`src/rtl/beat_seq_pkg.sv`:
```
// rtl/beat_seq_pkg.sv - shared state encoding and width defaults for beat_sequencer
package beat_seq_pkg;

    localparam int DEF_BEAT_W  = 12;
    localparam int DEF_TEMPO_W = 3;
    localparam int DEF_TRK_W   = 2;

    typedef enum logic [1:0] {
        S_IDLE  = 2'd0,
        S_PLAY  = 2'd1,
        S_PAUSE = 2'd2,
        S_FADE  = 2'd3
    } seq_state_t;

    // States in which the tone path is audible.
    function automatic logic is_sounding(input seq_state_t s);
        return (s == S_PLAY) || (s == S_FADE);
    endfunction

endpackage

```
`src/rtl/edge_sync.sv`:
```
// rtl/edge_sync.sv - 2-flop synchroniser plus one-cycle rising-edge pulse
module edge_sync (
    input  logic clk22,
    input  logic rst,
    input  logic d,
    output logic pulse
);

    // sh[0], sh[1] are the synchroniser; sh[2] is the previous synchronised level.
    logic [2:0] sh;

    always_ff @(posedge clk22 or posedge rst) begin
        if (rst) begin
            sh <= 3'b000;
        end else begin
            sh <= {sh[1:0], d};
        end
    end

    assign pulse = sh[1] & ~sh[2];

endmodule

```
`src/rtl/beat_sequencer.sv`:
```
// rtl/beat_sequencer.sv - transport controller driving beat index, enable and volume; BEAT_SEQ_FADE_OUT_EN adds stop fade-out
module beat_sequencer
    import beat_seq_pkg::*;
#(
    parameter int BEAT_W  = DEF_BEAT_W,
    parameter int TEMPO_W = DEF_TEMPO_W,
    parameter int TRK_W   = DEF_TRK_W
) (
    input  logic               clk22,
    input  logic               rst,
    input  logic               play_req,
    input  logic               pause_req,
    input  logic               stop_req,
    input  logic               loop_en,
    input  logic [TRK_W-1:0]   track_sel,
    input  logic [BEAT_W-1:0]  track_len,
    input  logic [TEMPO_W-1:0] tempo,
    input  logic [1:0]         vol_set,
    output logic [BEAT_W-1:0]  ibeat_num,
    output logic               en,
    output logic [1:0]         volume,
    output logic [TRK_W-1:0]   track_id,
    output logic               playing,
    output logic               wrap,
    output logic               done
);

    logic play_p, pause_p, stop_p;

    edge_sync u_play_sync  (.clk22(clk22), .rst(rst), .d(play_req),  .pulse(play_p));
    edge_sync u_pause_sync (.clk22(clk22), .rst(rst), .d(pause_req), .pulse(pause_p));
    edge_sync u_stop_sync  (.clk22(clk22), .rst(rst), .d(stop_req),  .pulse(stop_p));

    seq_state_t         state, state_n;
    logic [BEAT_W-1:0]  len_q, len_n, beat_n;
    logic [TEMPO_W-1:0] tick_cnt, tick_n;
    logic [TRK_W-1:0]   trk_n;
    logic [1:0]         vol_n;
    logic               en_n, wrap_n, done_n;
    logic               tick_hit, advance, to_idle;
`ifdef BEAT_SEQ_FADE_OUT_EN
    logic               fade_exit, fade_exit_n;
`endif

    always_comb begin
        state_n  = state;
        beat_n   = ibeat_num;
        en_n     = en;
        vol_n    = volume;
        trk_n    = track_id;
        len_n    = len_q;
        tick_n   = tick_cnt;
        wrap_n   = 1'b0;
        done_n   = 1'b0;
        to_idle  = 1'b0;
        advance  = 1'b0;
`ifdef BEAT_SEQ_FADE_OUT_EN
        fade_exit_n = 1'b0;
`endif
        // >= so a tempo lowered below the running count fires at once instead of wrapping.
        tick_hit = (tick_cnt >= tempo);

        case (state)
            S_IDLE: begin
                en_n   = 1'b0;
                beat_n = '0;
                vol_n  = 2'd0;
                if (play_p) begin
                    state_n = S_PLAY;
                    trk_n   = track_sel;
                    len_n   = track_len;
                    tick_n  = '0;
                    en_n    = 1'b1;
                    vol_n   = vol_set;
                end
            end
            S_PLAY: begin
                if (stop_p) begin
`ifdef BEAT_SEQ_FADE_OUT_EN
                    state_n     = S_FADE;
                    fade_exit_n = (volume == 2'd0);
`else
                    to_idle = 1'b1;
`endif
                end else if (pause_p) begin
                    state_n = S_PAUSE;
                    en_n    = 1'b0;
                end else begin
                    vol_n   = vol_set;
                    advance = tick_hit;
                    tick_n  = tick_hit ? '0 : tick_cnt + TEMPO_W'(1);
                end
            end
            S_PAUSE: begin
                if (stop_p) begin
                    to_idle = 1'b1;
                end else if (pause_p || play_p) begin
                    state_n = S_PLAY;
                    en_n    = 1'b1;
                    vol_n   = vol_set;
                end
            end
`ifdef BEAT_SEQ_FADE_OUT_EN
            S_FADE: begin
                if (stop_p) begin
                    to_idle = 1'b1;
                end else if (play_p) begin
                    state_n = S_PLAY;
                    vol_n   = vol_set;
                end else if (fade_exit) begin
                    to_idle = 1'b1;
                end else if (tick_hit) begin
                    tick_n = '0;
                    if (volume == 2'd0) begin
                        to_idle = 1'b1;
                    end else begin
                        vol_n   = volume - 2'd1;
                        advance = 1'b1;
                    end
                end else begin
                    tick_n = tick_cnt + TEMPO_W'(1);
                end
            end
`endif
            default: to_idle = 1'b1;
        endcase

        if (advance) begin
            if (ibeat_num < len_q) begin
                beat_n = ibeat_num + BEAT_W'(1);
            end else begin
                beat_n = '0;
                if (loop_en) begin
                    wrap_n = 1'b1;
                end else begin
                    done_n  = 1'b1;
                    to_idle = 1'b1;
                end
            end
        end

        if (to_idle) begin
            state_n = S_IDLE;
            en_n    = 1'b0;
            beat_n  = '0;
            vol_n   = 2'd0;
        end
    end

    always_ff @(posedge clk22 or posedge rst) begin
        if (rst) begin
            state     <= S_IDLE;
            ibeat_num <= '0;
            en        <= 1'b0;
            volume    <= 2'd0;
            track_id  <= '0;
            wrap      <= 1'b0;
            done      <= 1'b0;
            tick_cnt  <= '0;
            len_q     <= '0;
        end else begin
            state     <= state_n;
            ibeat_num <= beat_n;
            en        <= en_n;
            volume    <= vol_n;
            track_id  <= trk_n;
            wrap      <= wrap_n;
            done      <= done_n;
            tick_cnt  <= tick_n;
            len_q     <= len_n;
        end
    end

`ifdef BEAT_SEQ_FADE_OUT_EN
    always_ff @(posedge clk22 or posedge rst) begin
        if (rst) begin
            fade_exit <= 1'b0;
        end else begin
            fade_exit <= fade_exit_n;
        end
    end
`endif

    assign playing = is_sounding(state);

endmodule

```
`config.mk`:
```
export PLATFORM = sky130hd
export DESIGN_NAME = beat_sequencer
export DESIGN_NICKNAME = d
export VERILOG_FILES = /design/src/rtl/beat_seq_pkg.sv /design/src/rtl/edge_sync.sv /design/src/rtl/beat_sequencer.sv
export SDC_FILE = /design/constraint.sdc
export NUM_CORES = 1
export LEC_CHECK = 0
export BUFFER_PORTS_ARGS = -buffer_cell sky130_fd_sc_hd__buf_4
export CORE_MARGIN = 5
export CORE_UTILIZATION = 25
export CTS_BUF_LIST = sky130_fd_sc_hd__clkbuf_8
export CTS_CLUSTER_DIAMETER = 40
export CTS_CLUSTER_SIZE = 16
export DETAILED_ROUTE_END_ITERATION = 10
export GPL_ROUTABILITY_DRIVEN = 1
export GPL_TIMING_DRIVEN = 0
export PLACE_DENSITY = 0.48
export SYNTH_ARGS = -nofsm -noshare
export SYNTH_HDL_FRONTEND = slang
export SYNTH_SLANG_ARGS = --single-unit
```
`constraint.sdc`:
```
create_clock -name clk22 -period 3.7 [get_ports clk22]
set_input_delay 0.74 -clock clk22 [delete_from_list [all_inputs] [get_ports clk22]]
set_output_delay 0.74 -clock clk22 [all_outputs]
set_load 0.03 [all_outputs]
```
==> Yosys cells after proc, flatten, opt, wreduce, memory -nomap -nowiden <==
Index checks and enable logic that the tools add are counted.
W data, S select, Z words.
{ "totals": {"mem_bits_rw": 0, "regBits": 45, "input_bits": 25, "mem_count": 0, "latchBits": 0, "output_inout_bits": 20, "romBits": 0} }
{ "op_classes": {"add_sub_neg": 2, "magnitude_cmp": 2, "eq_ne": 12, "div_mod_pow": 0, "multipliers": 0, "n_shift": 0, "n_reduce_logical": 12, "muxes": 44, "bitwise": 6} }
{ "ops": {"columns": ["op", "count"], "rows": [
  ["$mux W12", 4],
  ["$mux W2", 12],
  ["$mux W1", 19],
  ["$ne A3 B3 Y1 const B", 6],
  ["$add A12 B1 Y12 const B", 1],
  ["$lt A12 B12 Y1", 1],
  ["$mux W3", 4],
  ["$pmux W2 S3", 2],
  ["$reduce_and A5 Y1", 2],
  ["$ne A2 B2 Y1 const B", 3],
  ["$pmux W3 S2", 1],
  ["$reduce_and A6 Y1", 1],
  ["$eq A2 B2 Y1 const B", 2],
  ["$reduce_and A4 Y1", 1],
  ["$reduce_bool A4 Y1", 1],
  ["$add A3 B1 Y3 const B", 1],
  ["$and A1 B1 Y1", 3],
  ["$ge A3 B3 Y1", 1],
  ["$not A1 Y1", 3],
  ["$pmux W1 S3", 1],
  ["$reduce_bool A3 Y1", 1],
  ["$eq A2 B1 Y1 const B", 1],
  ["$logic_not A2 Y1", 1],
  ["$logic_or A1 B1 Y1", 2],
  ["other kinds (4)", 4]
]} }

==> Longest topological paths before layout <==
{ "logic_depth": {"word_depth": 9, "mapped_depth": 10} }

==> By module <==
Synthesis repeated with hierarchy kept, for this count alone.
{ "hier_totals": {"cells_unflattened": 235, "area_unflattened_um2": 2468.6} }
{ "modules_own_cells": {"columns": ["module", "cells_each", "area_per_inst_um2", "n_inst", "seq_area_each_um2"], "rows": [
  ["beat_sequencer", 220, 2190.9, 1, 900.9],
  ["edge_sync", 5, 92.6, 3, 75.1]
]} }

==> Worst setup path before layout <==
Ideal clock, no wire load.
{ "synth_path": {"path_kind": "input-to-reg", "from": "input port tempo[2]", "to": "register ibeat_num[9]", "slack_ps": 1435, "setup_ps": 126, "stages": 9, "arrival_time_ps": 2139, "required_time_ps": 3574, "path_cell_list": "inv_1 > ha_1 > a21oi_1 > o21ai_1 > nor3b_2 > and4b_1 > buf_6 > and3_1 > a221o_1"} }
{ "synth_via": {"elab_chain_cells": 6, "word_cells_on_any_way": 8} }
{ "synth_rtl": {"columns": ["element", "line_no", "text"], "rows": [
  ["from (decl)", "beat_sequencer.sv:17", "input logic [TEMPO_W-1:0] tempo,"],
  ["$ge A3 B3 Y1 *", "beat_sequencer.sv:61", "tick_hit = (tick_cnt >= tempo);"],
  ["$mux W1 *", "beat_sequencer.sv:85", "end else if (pause_p) begin"],
  ["$mux W1 *", "beat_sequencer.sv:78", "if (stop_p) begin"],
  ["$mux W1 *", "beat_sequencer.sv:63", "case (state)"],
  ["$mux W1 / $mux W12 (equally long branches)", "beat_sequencer.sv:128", "if (advance) begin"],
  ["$reduce_bool A3 Y1 (no source line) / $mux W12 (equally long branches)", null, null],
  ["to (signal assigned)", "beat_sequencer.sv:163", "ibeat_num <= beat_n;"],
  ["to (decl)", "beat_sequencer.sv:19", "output logic [BEAT_W-1:0] ibeat_num,"]
]} }
Mark *: on every way between the ends. The rest lies on a longest branch, timed or not.
A chain may end at the register's enable or synchronous reset.

==> Worst setup path in the final report <==
{ "layout_path": {"from": "register state[1]", "to": "output port playing"} }
{ "layout_via": {"elab_chain_cells": 2, "word_cells_on_any_way": 3} }
{ "layout_rtl": {"columns": ["element", "line_no", "text"], "rows": [
  ["from (decl)", "beat_sequencer.sv:34", "seq_state_t state, state_n;"],
  ["from (signal assigned)", "beat_sequencer.sv:162", "state <= state_n;"],
  ["$eq A2 B1 Y1 / $eq A2 B2 Y1 (equally long branches)", "beat_seq_pkg.sv:17", "return (s == S_PLAY) || (s == S_FADE);"],
  ["$logic_or A1 B1 Y1 *", "beat_seq_pkg.sv:17", null],
  ["to (decl)", "beat_sequencer.sv:23", "output logic playing,"]
]} }
Marked as above.

==> results.json <==
{
  "syn_nets": 269,
  "io_pins": 45,
  "fp.dieH_um": 108.2,
  "finalSetupViolCount": 0,
  "ant_nets": 0,
  "die_w_um": 108.2,
  "grtUsageTotal_pct": 9.484,
  "crit_family": "flip-flops",
  "final_nets": 321,
  "syn_to_final_growth_pct": 26.22,
  "ys_seq_area_share_pct": 46.73,
  "fmax_mhz": 436.7,
  "avgViaCountPerCell": 4.305,
  "synth_top_area_share_pct": 46.73,
  "hold_buffers": 0,
  "grt_pass1_vias": 1799,
  "synthArstFlopShare_pct": 100.0,
  "hold_viol": 0,
  "worstSetupEndpointType": "primary output",
  "totalWireLength_um": 5143,
  "synthesis.yosys.warnings": 0,
  "synth_area_um2": 2410,
  "worst_hold_startpoint": "u_pause_sync.sh[0]",
  "first_pass_iters": 4,
  "grt.busiest_layer": "met2",
  "ctsLongestPathBuffers": 2,
  "cap_viol_max_count": 0,
  "power_leakage_nw": 1.515,
  "synth_area_leaders": "dfrtp_1 47%, ha_1 10%, mux2_2 7.5%, nand2_1 3.3%, inv_1 3.1%",
  "numCtsBuffers": 5,
  "max_slew.worst_pin.slew_ps": 538.7,
  "fin_crit_ps": 2290,
  "clk_pin_slew_ps": 90,
  "syn_avg_cell_area_um2": 10.76,
  "status": "completed",
  "die_area_um2": 11700,
  "crit_type": "reg -> out",
  "critPathArrivalTime_ps": 1550,
  "crit_path_start": "state[1]",
  "syn_inst": 224,
  "grt_max_degree": 24,
  "grt_first_pass_wirelength_um": 8894,
  "core_um2": 9328,
  "ys_types": 47,
  "htree_levels": 2,
  "critical-path-max-stage-delay_ps": 390,
  "use_met2_pct": 14.30,
  "port_buffers": 44,
  "cts.repair.resized": 0,
  "slew_viol_final": 0,
  "power.density_nw_per_um2": 565.3,
  "antenna_found_initial": 0,
  "clock_latency_ps": 300,
  "maxSlewHeadroom_pct": 64.08,
  "yosys_most_used_dff": "dfrtp_1",
  "drive_gt1_share_pct": 30.69,
  "use_met3_pct": 1.910,
  "initial_core_util_pct": 25.84,
  "cts_root_buffer": "clkbuf_8",
  "grtUsageMet1_pct": 13.37,
  "cts_tree": "yes",
  "stdcell_count": 406,
  "row_count": 35,
  "fin_skew_ps": 8.953,
  "gp_routability_congestion": 0.8013,
  "crit_path_top_delay_cell": "dfrtp_1",
  "crit_buf_inv": 2,
  "fillers": 952,
  "cts.sinks": 45,
  "grt_overflow": 0,
  "ys_seq_elements": 45,
  "power.ir.vdd_worst_mv": 0.1638,
  "vias": 1748,
  "yosys.area.top_type": "dfrtp_1",
  "fin_tns_setup_ps": 0,
  "yosys-top-cells-count": "45 x dfrtp_1, 21 x nand2_1, 20 x ha_1, 20 x inv_1, 16 x mux2_2",
  "yosysMostFrequentCell": "dfrtp_1",
  "drt_iter0_drc": 36,
  "min_period_over_period_pct": 61.89,
  "rsz0062_at_grt": "false",
  "synth-edff-count": 0,
  "critPathMaxFanout": 8,
  "hp-class": "reg -> reg",
  "cp.required_ps": 2960,
  "postCtsSetupBuffers": 0,
  "cp_cell_sequence": "inv_1, ha_1, or2_2, buf_4",
  "drt_drc_violations_left": 0,
  "start_kind": "flip-flop",
  "wl_per_cell_um": 12.67,
  "regToRegStartpoint": "ibeat_num[11]",
  "hpwl_um": 4072,
  "numPlacedInstances": 398,
  "antennaDiodeCount": 0
}
[flip-flops by register name (all words and copies together) (netlist names)]
| signal | flops |
|---|---|
| ibeat_num | 12 |
| tick_cnt | 3 |
| done | 1 |
| len_q | 12 |
| u_pause_sync.sh | 3 |
| state | 2 |
| track_id | 2 |
| en | 1 |
| u_play_sync.sh | 3 |
| wrap | 1 |
| volume | 2 |
| u_stop_sync.sh | 3 |
[per-layer routing]
metal  up-vias  wire (um)
met2        27       2307
met1       824       2580
li1        891          -
met3         6        169
met4         0         85
met5         -          0
[worst paths after layout]
kind | to | slack, ps | cells after the start
max | playing | 1410 | 4
min | u_pause_sync.sh[1] | 350 | 0
max reg2reg | ibeat_num[8] | 1440 | 8
min reg2reg | u_pause_sync.sh[1] | 350 | 0
max in group asynchronous | ibeat_num[2] | 2720 | 3
min in group asynchronous | tick_cnt[2] | 470 | 2
[report_power, final]
group / leakage [nW] / internal (W) / total (W) / switching [W]
combinational: 0.886 / 0.000302 / 0.000662 / 0.000359
sequential: 0.571 / 0.000605 / 0.000666 / 0.0000618
clock: 0.0574 / 0.000220 / 0.000391 / 0.000172
total: 1.51 / 0.00113 / 0.00172 / 0.000593
[worst reg2reg max path, delay by kind of cell (launching register included)]
kind / cells / cell delay [ps]
buffers and inverters: 1 / 140
adders and majority gates: 1 / 330
AOI/OAI and AO/OA: 2 / 400
and+or+nand+nor: 4 / 810
DFF: 1 / 460
[cell usage in the layout, fill, tap and decap left out, types with 2 or more instances in the layout]
master / count
or2_2: 3
xor2_1: 2
dfrtp_1: 45
clkbuf_8: 6
mux2i_1: 3
and3_1: 3
nand3_1: 5
buf_4: 45
inv_1: 19
mux2_2: 16
nor2b_1: 5
o21ai_0: 7
a221o_1: 3
nor4_1: 2
ha_1: 20
nor2_1: 15
a21o_1: 4
nand2b_1: 5
a221oi_1: 2
o211ai_1: 2
a22o_1: 7
a21oi_1: 7
nand2_1: 21
and2_1: 2
[stage by stage]
step	hold WS, ps	total power [W]	util (%)	setup slack, ps	instance area (um^2)
detailed placement	337.8	0.001351	31.32	1100	2922
finish	354.4	0.001719	32.61	1410	3042
CTS	359.1	0.001751	32.61	1393	3042
global placement	335.2	0.001332	31.11	1113	2902
floorplan	331.2	0.001160	-	1435	2410
global route	364.1	0.001866	32.61	1232	3042
[cell type report]
type,count,area (um^2),share of cell area (%)
timing repair buffer,45,350.3,11.52
buffer,4,37.54,1.234
sequential,45,1126,37.02
tap,129,161.4,5.306
clock buffer,6,82.58,2.715
multi-input combinational,155,1171,38.50
inverter,20,75.07,2.468
clock inverter,2,37.54,1.234
[kinds of logic after synthesis]
| family | after synthesis | share of synthesized area, % |
|---|---|---|
| compound gates | 41 | 12.51 |
| buf+inv | 24 | 4.673 |
| fa+ha+maj | 20 | 10.38 |
| flops | 45 | 46.73 |
| xor+xnor | 2 | 0.7270 |
| mux | 19 | 8.723 |
| simple gates | 73 | 16.25 |
No activity file was read; power rests on OpenSTA's default activity.
